## config.mk

```make
export PLATFORM = sky130hd
export DESIGN_NAME = do_pixel_filter
export DESIGN_NICKNAME = d
export VERILOG_FILES = /design/src/rtl/do_pixel_filter.sv
export SDC_FILE = /design/constraint.sdc
export NUM_CORES = 1
export LEC_CHECK = 0
export BUFFER_PORTS_ARGS = -buffer_cell sky130_fd_sc_hd__buf_2
export CAP_MARGIN = 20
export CELL_PAD_IN_SITES_DETAIL_PLACEMENT = 0
export CELL_PAD_IN_SITES_GLOBAL_PLACEMENT = 1
export CORE_ASPECT_RATIO = 1.5
export CORE_MARGIN = 2
export CORE_UTILIZATION = 40
export CTS_CLUSTER_SIZE = 14
export DETAILED_ROUTE_END_ITERATION = 16
export PLACE_DENSITY_LB_ADDON = 0.1
export SETUP_SLACK_MARGIN = 0.4
export SLEW_MARGIN = 20
export SYNTH_ARGS = -nofsm -noshare
export SYNTH_HDL_FRONTEND = slang
export SYNTH_SLANG_ARGS = --single-unit
```

## constraint.sdc

```tcl
create_clock -name clk_i -period 2.4 [get_ports clk_i]
set_clock_uncertainty 0.1 [all_clocks]
set_input_delay 0.36 -clock clk_i [delete_from_list [all_inputs] [get_ports clk_i]]
set_output_delay 0.36 -clock clk_i [all_outputs]
set_load 0.1 [all_outputs]
```

## src/rtl/do_pixel_filter.sv

```systemverilog
// do_pixel_filter
//   In-place frame-buffer filter. Streams every pixel of buffer 2 at one
//   pixel per clock: read, transform by the selected mode, and write back to
//   the same address. Mode and threshold are captured at start so the whole
//   frame is processed consistently. Re-armable without reset.
module do_pixel_filter #(
   parameter int CH_W       = 4,
   parameter int ADDR_W     = 17,
   parameter int NUM_PIXELS = 76800,
   parameter int RD_LAT     = 1
) (
   input  logic                clk_i,
   input  logic                rst_i,
   input  logic                enable_filter,
   input  logic [1:0]          mode_i,
   input  logic [CH_W-1:0]     thresh_i,
   output logic                busy_o,
   output logic                led_done,
   output logic [ADDR_W-1:0]   rdaddr_buf2,
   input  logic [3*CH_W-1:0]   din_buf2,
   output logic [ADDR_W-1:0]   wraddr_buf2,
   output logic [3*CH_W-1:0]   dout_buf2,
   output logic                we_buf2
);

   localparam int PIX_W = 3 * CH_W;
   localparam int SUM_W = CH_W + 2;
   localparam int LUM_W = CH_W + 4;

   localparam logic [ADDR_W-1:0] LAST_ADDR = ADDR_W'(NUM_PIXELS - 1);

   localparam logic [1:0] ST_IDLE  = 2'd0;
   localparam logic [1:0] ST_RUN   = 2'd1;
   localparam logic [1:0] ST_DRAIN = 2'd2;
   localparam logic [1:0] ST_DONE  = 2'd3;

   // Per-pixel transform. Averages divide the full-width sum so no precision
   // is lost before the divide; the luma weights sum to 16 so y never overflows.
   function automatic logic [PIX_W-1:0] filter_pixel(
      input logic [1:0]       mode,
      input logic [CH_W-1:0]  thr,
      input logic [PIX_W-1:0] pix
   );
      logic [CH_W-1:0]  r_v;
      logic [CH_W-1:0]  g_v;
      logic [CH_W-1:0]  b_v;
      logic [SUM_W-1:0] sum_v;
      logic [CH_W-1:0]  avg_v;
      logic [LUM_W-1:0] wsum_v;
      logic [CH_W-1:0]  luma_v;
      logic [PIX_W-1:0] res_v;
      r_v    = pix[PIX_W-1 -: CH_W];
      g_v    = pix[2*CH_W-1 -: CH_W];
      b_v    = pix[CH_W-1:0];
      sum_v  = SUM_W'(r_v) + SUM_W'(g_v) + SUM_W'(b_v);
      avg_v  = CH_W'(sum_v / SUM_W'(3));
      wsum_v = LUM_W'(5) * LUM_W'(r_v) + LUM_W'(9) * LUM_W'(g_v) + LUM_W'(2) * LUM_W'(b_v);
      luma_v = wsum_v[LUM_W-1:4];
      case (mode)
         2'b00:   res_v = {avg_v, avg_v, avg_v};
         2'b01:   res_v = {luma_v, luma_v, luma_v};
         2'b10:   res_v = (avg_v >= thr) ? {PIX_W{1'b1}} : {PIX_W{1'b0}};
         2'b11:   res_v = ~pix;
         default: res_v = {PIX_W{1'b0}};
      endcase
      return res_v;
   endfunction

   logic [1:0]        state_r;
   logic [1:0]        state_nxt_s;
   logic              busy_r;
   logic              done_r;
   logic [1:0]        mode_r;
   logic [CH_W-1:0]   thresh_r;
   logic [ADDR_W-1:0] rd_addr_r;
   logic              start_s;
   logic              run_s;
   logic              last_rd_s;

   logic [RD_LAT-1:0] vld_pipe_r;
   logic [ADDR_W-1:0] addr_pipe_r [RD_LAT];

   logic              we_r;
   logic [ADDR_W-1:0] wr_addr_r;
   logic [PIX_W-1:0]  dout_r;

   // Decode of the current state used by the counter and pipeline.
   always_comb begin
      start_s   = (state_r == ST_IDLE) && enable_filter;
      run_s     = (state_r == ST_RUN);
      last_rd_s = (rd_addr_r == LAST_ADDR);
   end

   // Next-state logic; DRAIN ends once the final write is on the outputs.
   always_comb begin
      state_nxt_s = state_r;
      case (state_r)
         ST_IDLE: begin
            if (enable_filter) state_nxt_s = ST_RUN;
            else               state_nxt_s = ST_IDLE;
         end
         ST_RUN: begin
            if (last_rd_s) state_nxt_s = ST_DRAIN;
            else           state_nxt_s = ST_RUN;
         end
         ST_DRAIN: begin
            if (we_r && (wr_addr_r == LAST_ADDR)) state_nxt_s = ST_DONE;
            else                                  state_nxt_s = ST_DRAIN;
         end
         ST_DONE: begin
            if (!enable_filter) state_nxt_s = ST_IDLE;
            else                state_nxt_s = ST_DONE;
         end
         default: state_nxt_s = ST_IDLE;
      endcase
   end

   // State, status flags, start-time configuration capture and read counter.
   always_ff @(posedge clk_i or posedge rst_i) begin
      if (rst_i) begin
         state_r   <= ST_IDLE;
         busy_r    <= 1'b0;
         done_r    <= 1'b0;
         mode_r    <= 2'b00;
         thresh_r  <= {CH_W{1'b0}};
         rd_addr_r <= {ADDR_W{1'b0}};
      end else begin
         state_r <= state_nxt_s;
         busy_r  <= (state_nxt_s == ST_RUN) || (state_nxt_s == ST_DRAIN);
         done_r  <= (state_nxt_s == ST_DONE);
         if (start_s) begin
            mode_r    <= mode_i;
            thresh_r  <= thresh_i;
            rd_addr_r <= {ADDR_W{1'b0}};
         end else if (run_s && !last_rd_s) begin
            rd_addr_r <= rd_addr_r + ADDR_W'(1);
         end
      end
   end

   // Delay line aligning each issued address with its returning read data.
   always_ff @(posedge clk_i or posedge rst_i) begin
      if (rst_i) begin
         vld_pipe_r <= {RD_LAT{1'b0}};
         for (int i = 0; i < RD_LAT; i++) addr_pipe_r[i] <= {ADDR_W{1'b0}};
      end else begin
         vld_pipe_r[0]  <= run_s;
         addr_pipe_r[0] <= rd_addr_r;
         for (int i = 1; i < RD_LAT; i++) begin
            vld_pipe_r[i]  <= vld_pipe_r[i-1];
            addr_pipe_r[i] <= addr_pipe_r[i-1];
         end
      end
   end

   // Registered write port; address and data hold between writes.
   always_ff @(posedge clk_i or posedge rst_i) begin
      if (rst_i) begin
         we_r      <= 1'b0;
         wr_addr_r <= {ADDR_W{1'b0}};
         dout_r    <= {PIX_W{1'b0}};
      end else begin
         we_r <= vld_pipe_r[RD_LAT-1];
         if (start_s) begin
            wr_addr_r <= {ADDR_W{1'b0}};
         end else if (vld_pipe_r[RD_LAT-1]) begin
            wr_addr_r <= addr_pipe_r[RD_LAT-1];
            dout_r    <= filter_pixel(mode_r, thresh_r, din_buf2);
         end
      end
   end

   assign busy_o      = busy_r;
   assign led_done    = done_r;
   assign rdaddr_buf2 = rd_addr_r;
   assign wraddr_buf2 = wr_addr_r;
   assign dout_buf2   = dout_r;
   assign we_buf2     = we_r;

endmodule
```

==> results of run 1 <==
-- kinds of logic (layout without fill, tap and decap cells) --
group / count (synthesis) / count (layout) / synth area share
and+or+nand+nor: 148 / 148 / 0.168
DFF: 75 / 75 / 0.433
AOI/OAI and AO/OA: 66 / 66 / 0.116
buffers and inverters: 57 / 196 / 0.0554
adders and majority gates: 39 / 39 / 0.133
xor gates and xnor gates: 22 / 22 / 0.0487
muxes: 20 / 20 / 0.0464
-- flip-flops by register name (all words and copies together), names as in the netlist --
signal	cells
led_done	1
dout_buf2	12
thresh_r	4
rdaddr_buf2	17
addr_pipe_r	17
busy_o	1
state_r	2
vld_pipe_r	1
we_buf2	1
wraddr_buf2	17
mode_r	2
-- layout by cell type, fill, tap and decap left out, drive strengths merged, types with 5 or more instances in the layout --
master / Yosys / layout
a21o: 8 / 8
a21oi: 17 / 17
a31oi: 5 / 5
and3: 6 / 6
buf: 6 / 141
clkbuf: 12 / 9
clkinv: 0 / 5
dfrtp: 75 / 75
fa: 12 / 12
ha: 26 / 26
inv: 39 / 39
mux2i: 19 / 19
nand2: 30 / 30
nand2b: 10 / 10
nand3: 10 / 10
nand4: 7 / 7
nor2: 58 / 58
nor2b: 5 / 5
o21ai: 8 / 8
xnor2: 9 / 9
xor2: 13 / 13
-- cells in the mapped netlist, types with 3 or more instances --
cell type | number | area (um2)
a21o_1 | 7 | 52.6
a21oi_1 | 17 | 85.1
a311oi_1 | 3 | 26.3
a31oi_1 | 5 | 31.3
and2_1 | 3 | 18.8
and3_1 | 5 | 31.3
buf_2 | 3 | 15.0
buf_6 | 3 | 33.8
clkbuf_1 | 12 | 45.0
dfrtp_1 | 75 | 1880
fa_1 | 12 | 240
ha_1 | 26 | 325
inv_1 | 38 | 143
mux2i_1 | 19 | 190
nand2_1 | 30 | 113
nand2b_1 | 10 | 62.6
nand3_1 | 10 | 50.1
nand4_1 | 7 | 43.8
nor2_1 | 58 | 218
nor2b_1 | 4 | 25.0
nor3_1 | 3 | 15.0
o21ai_0 | 4 | 20.0
o21ai_1 | 3 | 15.0
o31a_1 | 3 | 26.3
xnor2_1 | 8 | 70.1
xor2_1 | 13 | 114
-- final timing paths --
check	startpoint	endpoint	cells after the start	slack, ns
max	din_buf2[9]	dout_buf2[4]$_DFFE_PP0P_	23	-2.02
min	rst_i	thresh_r[2]$_DFFE_PP0P_	2	-0.01
max reg2reg	state_r[1]$_DFF_PP0_	dout_buf2[4]$_DFFE_PP0P_	5	0.30
min reg2reg	rdaddr_buf2[8]$_DFFE_PP0P_	addr_pipe_r[8]$_DFF_PP0_	0	0.33
max in group asynchronous	rst_i	rdaddr_buf2[12]$_DFFE_PP0P_	3	1.61
min in group clk_i	mode_i[1]	mode_r[1]$_DFFE_PP0P_	3	0.12
-- cell type report --
type                       instances  share of cell area
multi-input combinational        295               0.411
clock inverter                     7              0.0116
timing repair buffer             141               0.155
clock buffer                       9              0.0387
inverter                          39              0.0258
tap                              144              0.0309
sequential                        75               0.326
-- worst max-delay path, cell delays in order --
cell and delay, ns:
buf_6 0.10, fa_1 0.54, ha_2 0.19, inv_2 0.04
fa_2 0.38, xnor2_4 0.15, xnor2_1 0.13, a2111o_1 0.39
o21ai_2 0.09, inv_2 0.06, ha_4 0.27, nor2_2 0.04
o211ai_2 0.05, o41ai_2 0.10, a31o_1 0.19, ha_1 0.26
nand2b_4 0.13, a21o_1 0.15, a21o_1 0.16, a21oi_2 0.21
o21ai_4 0.10, a21o_1 0.21, o31a_1 0.24
-- layer usage --
| layer | part of all wire | GRT usage |
|---|---|---|
| met5 | 0 | 0 |
| met3 | 0.036 | 0.0333 |
| met4 | 0.014 | 0.0647 |
| met1 | 0.39 | 0.225 |
| met2 | 0.56 | 0.360 |
-- per-stage QoR --
stage | utilization | worst slack, ns | TNS [ns] | cell area [um2]
floorplan | - | -2.26 | -25.85 | 4470
global placement | 0.512 | -2.32 | -27.46 | 5420
detailed placement | 0.512 | -2.40 | -28.30 | 5420
CTS | 0.543 | -2.01 | -23.27 | 5760
global route | 0.550 | -2.20 | -25.89 | 5820
finish | 0.550 | -2.02 | -23.57 | 5820
-- power by group through the flow --
stage	logic, W	clock network [W]	registers [W]
floorplan	0.000786	0	0.00156
finish	0.00158	0.00132	0.00136
global placement	0.00150	0	0.00138
global route	0.00172	0.00140	0.00136
CTS	0.00156	0.00135	0.00136
detailed placement	0.00151	0	0.00138
-- timing repair --
action	in CTS	in global routing
pin swaps	3	4
gates resized for setup	5	10
buffers inserted	2	2
endpoints found under the setup margin	12	18
==> flow_summary.ini, run 1 <==
[floorplanning]
die_height_um = 132
start_util = 0.410
dieArea_um2 = 11700
die_w_um = 89.0
pin_count = 70
placementRows = 46
core_um2 = 10600

[routing]
wl_um = 11000
final_antenna_net_count = 0
via_per_inst = 4.91
routedWlPerCell_um = 15.4
vias = 3488
drt_iter0_markers = 111
drcViolationCount = 0
drtPass1Iterations = 4

[yosys]
yosys_warnings = 0
yosysSeqAreaShare = 0.433
synthCells = 427
ys_types = 63
syn_area_per_cell_um2 = 10.2
synth_edf_count = 0
synth.cell_area_um2 = 4340
yosys_most_used_dff = dfrtp_1
synthArstFlopShare = 1.00
yosys_register_bits = 75
syn_nets = 486

[final_layout]
area_growth_pct = 34.2
fillers = 1007
layout-drive-gt1-share = 0.392
nets = 620
seqCellArea_um2 = 1900
antenna_cells = 0
multi_input_area_um2 = 2390
stdcell_count = 710

[grt]
grt_pass1_wl_um = 17800
antenna_found_initial = 0
grt_start_max_net_pins = 43
track_usage = 0.197
grt_pass1_vias = 3619
grt_remaining_overflow = 0

[power_and_ir_drop]
p_comb_frac = 0.371
p_leak_nw = 2.75
p_sw_frac = 0.332
clockPowerShare = 0.310
intPower_w = 0.00284
p_total_w = 0.00425
p_seq_frac = 0.319
power.switching_w = 0.00141
powerDensity_nw_per_um2 = 729
peakVddDrop_mv = 0.465

[worst_hold_path]
hold_class = in -> async

[sta]
finalMaxSlewViolations = 0
tightest_slew_ns = 0.582
holdWs_ns = -0.0104
rsz0062_at_grt = true
fmax_ghz = 0.226
final-setup-viol-count = 12
min_period_over_period = 1.84
hold_viol = 15
slew_headroom = 0.611
fin_ws_ns = -2.02
min_period_ns = 4.42

[flow_run]
cap_violations = 0

[clock_network]
clk_latency_ns = 0.33
htreeDepth = 3
root_buffer = clkbuf_16
clock-sinks = 75
clock_path_buffers = 2
postCtsHoldBufs = 0
cts_tree = yes
numCtsBuffers = 9
clk_pin_slew_worst_paths_ns = 0.06

[worst_setup_path]
endpoint_kind = register
crit_type = in -> reg
worstPathRequired_ns = 2.51
start_kind = input pin
path_max_fanout = 4
arrival_ns = 4.54

[run_status]
violations = negative hold slack, negative setup slack
outcome = finished, violations left

[place]
dp_hpwl_um = 8550
place_congestion = 0.856
dpl.cell_count = 690
portBuffers = 69
No activity file was read; power rests on OpenSTA's default activity.
==> inputs of run 2 (changes only) <==
--- a/config.mk
+++ b/config.mk
@@ -7,10 +7,10 @@
 export LEC_CHECK = 0
 export BUFFER_PORTS_ARGS = -buffer_cell sky130_fd_sc_hd__buf_2
 export CAP_MARGIN = 20
-export CELL_PAD_IN_SITES_DETAIL_PLACEMENT = 0
+export CELL_PAD_IN_SITES_DETAIL_PLACEMENT = 1
 export CELL_PAD_IN_SITES_GLOBAL_PLACEMENT = 1
 export CORE_ASPECT_RATIO = 1.5
-export CORE_MARGIN = 2
+export CORE_MARGIN = 5
 export CORE_UTILIZATION = 40
 export CTS_CLUSTER_SIZE = 14
 export DETAILED_ROUTE_END_ITERATION = 16
==> flow_summary.ini, run 2 (synthesis results as in run 1) <==
[floorplanning]
die_height_um = 138
start_util = 0.410
die_w_um = 95.0
dieArea_um2 = 13100
core_um2 = 10600
placementRows = 46
pin_count = 70

[sta]
rsz0062_at_grt = true
setup_tns_ns = -24.15
min_period_over_period = 1.86
fin_ws_ns = -2.07
fmax_ghz = 0.224
finalMaxSlewViolations = 0
tightest_slew_ns = 0.801
hold_viol = 0
slew_headroom = 0.465
final-setup-viol-count = 12
holdWs_ns = 0.0646
min_period_ns = 4.47

[clock_network]
clk_latency_ns = 0.33
numCtsBuffers = 9
htreeDepth = 3
postCtsHoldBufs = 0
clk_pin_slew_worst_paths_ns = 0.06
cts_tree = yes
clock-sinks = 75
clock_path_buffers = 2
root_buffer = clkbuf_16

[final_layout]
final_cell_mix = buf_2, buf_4, dfrtp_1
multi_input_area_um2 = 2410
antenna_cells = 0
nets = 617
fillers = 1266
layout-drive-gt1-share = 0.391
area_growth_pct = 34.8
seqCellArea_um2 = 1900

[worst_setup_path]
cp_cell_sequence = buf_6 -> fa_1 -> ha_2 -> inv_2 -> fa_2 -> xnor2_4 -> xnor2_1 -> a2111o_1 -> o21ai_2 -> inv_2 -> ha_4 -> nor2_2 -> o211ai_2 -> o41ai_4 -> a31o_1 -> ha_1 -> nand2b_4 -> a21o_1 -> a21o_1 -> a21oi_2 -> o21ai_2 -> a21o_1 -> o31a_1
slowest_stage = fa_1
worst_path_most_repeated_cell = a21o_1
cp_top_family = compound AO/OA/AOI/OAI gates
timing.rr.start = state_r[1]$_DFF_PP0_
crit_buf_inv = 3
endpoint_kind = register
crit_path_end = dout_buf2[8]$_DFFE_PP0P_
reg2reg_setup_slack_ns = 0.34
start_kind = input pin
ff2ff_path_depth = 5
worstPathRequired_ns = 2.52
worst_r2r_endpoint = dout_buf2[0]$_DFFE_PP0P_
worstSetupStartpoint = din_buf2[9]
path_max_fanout = 4
path_depth = 23
crit_type = in -> reg
arrival_ns = 4.59
slowest_delay_ns = 0.55

[power_and_ir_drop]
powerDensity_nw_per_um2 = 755
p_total_w = 0.00442
intPower_w = 0.00297
p_seq_frac = 0.308
p_leak_nw = 2.76
clockPowerShare = 0.325
peakVddDrop_mv = 0.513
p_sw_frac = 0.326
power.switching_w = 0.00144
p_comb_frac = 0.367

[routing]
vias = 3630
drt_iter0_markers = 68
final_antenna_net_count = 0
via_per_inst = 5.13
routedWlPerCell_um = 17.5
drcViolationCount = 0
wl_um = 12400
drtPass1Iterations = 4

[worst_hold_path]
hold_class = in -> async

[grt]
grt_pass1_vias = 3965
grt_remaining_overflow = 0
antenna_found_initial = 0
track_usage = 0.204
grt_start_max_net_pins = 43
grt_pass1_wl_um = 20300

[run_status]
outcome = finished, violations left
violations = negative setup slack

[place]
dp_slack_ns = -2.42
place_congestion = 0.847
portBuffers = 69
dp_hpwl_um = 9710

[flow_run]
cap_violations = 0
## run 2: power by group through the flow
stage	clock [W]	sequential (W)	combinational (W)
6_report	0.00143	0.00136	0.00162
3_5_place_dp	0	0.00138	0.00153
5_1_grt	0.00154	0.00137	0.00176
4_1_cts	0.00147	0.00136	0.00160
2_1_floorplan	0	0.00156	0.000786
3_3_place_gp	0	0.00138	0.00149
## run 2: worst min-delay path by stage
| stage | startpoint | end | slack (ns) | cells after the start |
|---|---|---|---|---|
| finish | rst_i | thresh_r[2]$_DFFE_PP0P_ | 0.06 | 2 |
| global route | rst_i | thresh_r[2]$_DFFE_PP0P_ | 0.12 | 2 |
| CTS | rst_i | thresh_r[2]$_DFFE_PP0P_ | 0.08 | 2 |
| detailed placement | rdaddr_buf2[8]$_DFFE_PP0P_ | addr_pipe_r[8]$_DFF_PP0_ | 0.32 | 0 |
| global placement | rdaddr_buf2[8]$_DFFE_PP0P_ | addr_pipe_r[8]$_DFF_PP0_ | 0.31 | 0 |
| floorplan | vld_pipe_r$_DFF_PP0_ | we_buf2$_DFF_PP0_ | 0.25 | 0 |
## run 2: routing by layer
layer  global-route usage  wire (um)
met3               0.0432        449
met2                0.399       7090
met1                0.213       4610
met4               0.0634        262
met5                    0          0
## run 2: worst register-to-register path, cell delays in order (launching register included)
cell and delay [ns]:
dfrtp_1 0.47, or3_1 0.40, and2_1 0.29, and4b_1 0.30, a311oi_1 0.26, o31a_1 0.18
## run 2: stage by stage
stage / instances / util / area [um2]
floorplan: 427 / - / 4470
global placement: 688 / 0.511 / 5410
detailed placement: 688 / 0.511 / 5410
CTS: 705 / 0.545 / 5780
global route: 707 / 0.552 / 5850
finish: 707 / 0.552 / 5850
## run 2: area by class of cell
type | instances | area share
clock buffers | 10 | 0.0392
flip-flops and latches | 75 | 0.325
multi-input cells | 295 | 0.413
well taps | 144 | 0.0308
inverters | 39 | 0.0257
clock inverters | 6 | 0.0154
repair buffers | 138 | 0.151
## run 2: repair_timing
action | CTS | global route
endpoints found under the setup margin | 13 | 16
buffers inserted | 1 | 2
pin swaps | 3 | 4
resized for setup | 7 | 10
==> inputs of run 3 (changes only) <==
--- a/config.mk
+++ b/config.mk
@@ -11,9 +11,10 @@
 export CELL_PAD_IN_SITES_GLOBAL_PLACEMENT = 1
 export CORE_ASPECT_RATIO = 1.5
 export CORE_MARGIN = 5
-export CORE_UTILIZATION = 40
+export CORE_UTILIZATION = 44
 export CTS_CLUSTER_SIZE = 14
 export DETAILED_ROUTE_END_ITERATION = 16
+export GPL_TIMING_DRIVEN = 0
 export PLACE_DENSITY_LB_ADDON = 0.1
 export SETUP_SLACK_MARGIN = 0.4
 export SLEW_MARGIN = 20
==> constraint.sdc (replaced) <==
create_clock -name clk_i -period 4.15 [get_ports clk_i]
set_clock_uncertainty 0.1 [all_clocks]
set_input_delay 0.6225 -clock clk_i [delete_from_list [all_inputs] [get_ports clk_i]]
set_output_delay 0.6225 -clock clk_i [all_outputs]
set_load 0.1 [all_outputs]
==> flow_summary.ini, run 3 (synthesis results as in run 1) <==
[run_status]
outcome = finished, violations left
violations = negative setup slack

[floorplanning]
pin_count = 70
die_w_um = 91.1
die_height_um = 132
placementRows = 44
core_um2 = 9690
start_util = 0.448
dieArea_um2 = 12000

[power_and_ir_drop]
p_leak_nw = 2.55
peakVddDrop_mv = 0.278
powerDensity_nw_per_um2 = 449

[grt]
grt_pass1_vias = 4026
track_usage = 0.215
grt_pass1_wl_um = 20600
antenna_found_initial = 0
grt_remaining_overflow = 0
grt_start_max_net_pins = 55

[routing]
wl_met2_um = 7380
final_antenna_net_count = 0
routedWlPerCell_um = 19.6
routed-wl-met3_um = 376
via_per_inst = 5.62
drtPass1Iterations = 4
drcViolationCount = 0
vias = 3624
drt_iter0_markers = 132
top_layer = met4
wl_met1_um = 4590
wl_um = 12600

[final_layout]
area_growth_pct = 26.1
fillers = 1109
layout-drive-gt1-share = 0.277
layout_commonest_cell = dfrtp_1
stdcell_count = 645
nets = 585
antenna_cells = 0
final_cell_mix = dfrtp_1, buf_2, nor2_1

[sta]
finalMaxSlewViolations = 0
fmax_ghz = 0.202
rsz0062_at_grt = true
slew_headroom = 0.509
tightest_slew_ns = 0.736
fin_ws_ns = -0.789
final-setup-viol-count = 12
min_period_ns = 4.94
min_period_over_period = 1.19
hold_viol = 0

[worst_setup_path]
crit_type = in -> reg
slowest_delay_ns = 0.59
arrival_ns = 5.07
worst_path_most_repeated_cell = a21o_1
slowest_stage = fa_1
cp_cell_sequence = buf_12 -> fa_1 -> ha_4 -> inv_2 -> fa_2 -> buf_8 -> buf_4 -> mux2i_1 -> nand4_1 -> o32ai_2 -> o21ai_4 -> inv_2 -> ha_4 -> buf_4 -> o41ai_4 -> a31o_1 -> ha_1 -> nand2b_4 -> a21o_1 -> a21o_1 -> a21oi_4 -> o21ai_4 -> a21o_1 -> o31a_1
path_max_fanout = 5
start_kind = input pin
worstPathRequired_ns = 4.28
endpoint_kind = register

[place]
place_congestion = 0.887
dpl.cell_count = 612
dp_slack_ns = -1.38
dp_hpwl_um = 9270
portBuffers = 69

[clock_network]
htreeDepth = 3
numCtsBuffers = 9
clk_latency_ns = 0.34
cts_tree = yes
clock-sinks = 75
clock_path_buffers = 2
clk_pin_slew_worst_paths_ns = 0.06
root_buffer = clkbuf_16

[flow_run]
cap_violations = 0

[worst_hold_path]
hold_class = in -> async
==> run 3: cell types whose count changed in the layout (fill, tap and decap cells not counted), sizes merged <==
cell / change
buf: -45
clkbuf: +14
clkinvlp: -1
bufinv: -1
==> run 3: through the flow <==
step | utilization | hold WS, ns | TNS, ns | area (um2) | power, W
3_3_place_gp | 0.501 | 0.258 | -14.52 | 4850 | 0.00149
6_report | 0.565 | 0.146 | -9.10 | 5470 | 0.00246
2_1_floorplan | - | 0.252 | -8.00 | 4370 | 0.00135
3_5_place_dp | 0.504 | 0.260 | -15.55 | 4880 | 0.00152
5_1_grt | 0.565 | 0.177 | -10.63 | 5470 | 0.00257
4_1_cts | 0.555 | 0.154 | -9.93 | 5380 | 0.00240
==> run 3: per-layer routing <==
| layer | track usage | up-vias |
|---|---|---|
| met5 | 0 | - |
| met3 | 0.0366 | 31 |
| met1 | 0.222 | 1849 |
| met2 | 0.419 | 93 |
| met4 | 0.0816 | 0 |
| li1 | - | 1651 |
==> run 3: what timing repair did <==
item,4_1_cts,5_1_grt
endpoints found under the setup margin,12,12
buffers inserted,13,5
pin swaps,9,9
gates resized for setup,18,13
hold buffers,0,0
==> run 3: cell type report <==
cell class,count,area (um2),area share
Sequential cell,75,1880,0.343
Timing Repair Buffer,88,539,0.0986
Clock inverter,4,51.3,0.00938
Inverter,39,149,0.0272
Buffer,18,97.6,0.0178
Multi-Input combinational cell,295,2370,0.433
Clock buffer,11,243,0.0444
Tap cell,115,144,0.0263
==> run 3: where the power goes <==
| group | internal [W] | switching (W) | total [W] | leakage, nW |
|---|---|---|---|---|
| Clock | 0.000479 | 0.000308 | 0.000786 | 0.142 |
| Sequential | 0.000757 | 0.0000253 | 0.000782 | 0.900 |
| Combinational | 0.000362 | 0.000527 | 0.000890 | 1.51 |
==> run 3: final timing paths <==
path	to	cells past startpoint	slack [ns]	from
max	dout_buf2[0]$_DFFE_PP0P_	24	-0.79	din_buf2[5]
min	thresh_r[3]$_DFFE_PP0P_	2	0.15	rst_i
max reg2reg	dout_buf2[0]$_DFFE_PP0P_	7	1.63	state_r[1]$_DFF_PP0_
min reg2reg	we_buf2$_DFF_PP0_	0	0.27	vld_pipe_r$_DFF_PP0_
max in group asynchronous	addr_pipe_r[14]$_DFF_PP0_	3	3.22	rst_i
min in group clk_i	we_buf2$_DFF_PP0_	0	0.27	vld_pipe_r$_DFF_PP0_
==> run 3: critical path, delay by kind of cell <==
kind	cells	cell delay, ns
compound gates	10	1.80
fa+ha+maj	5	1.53
buf+inv	6	0.65
mux	1	0.13
simple gates	2	0.32
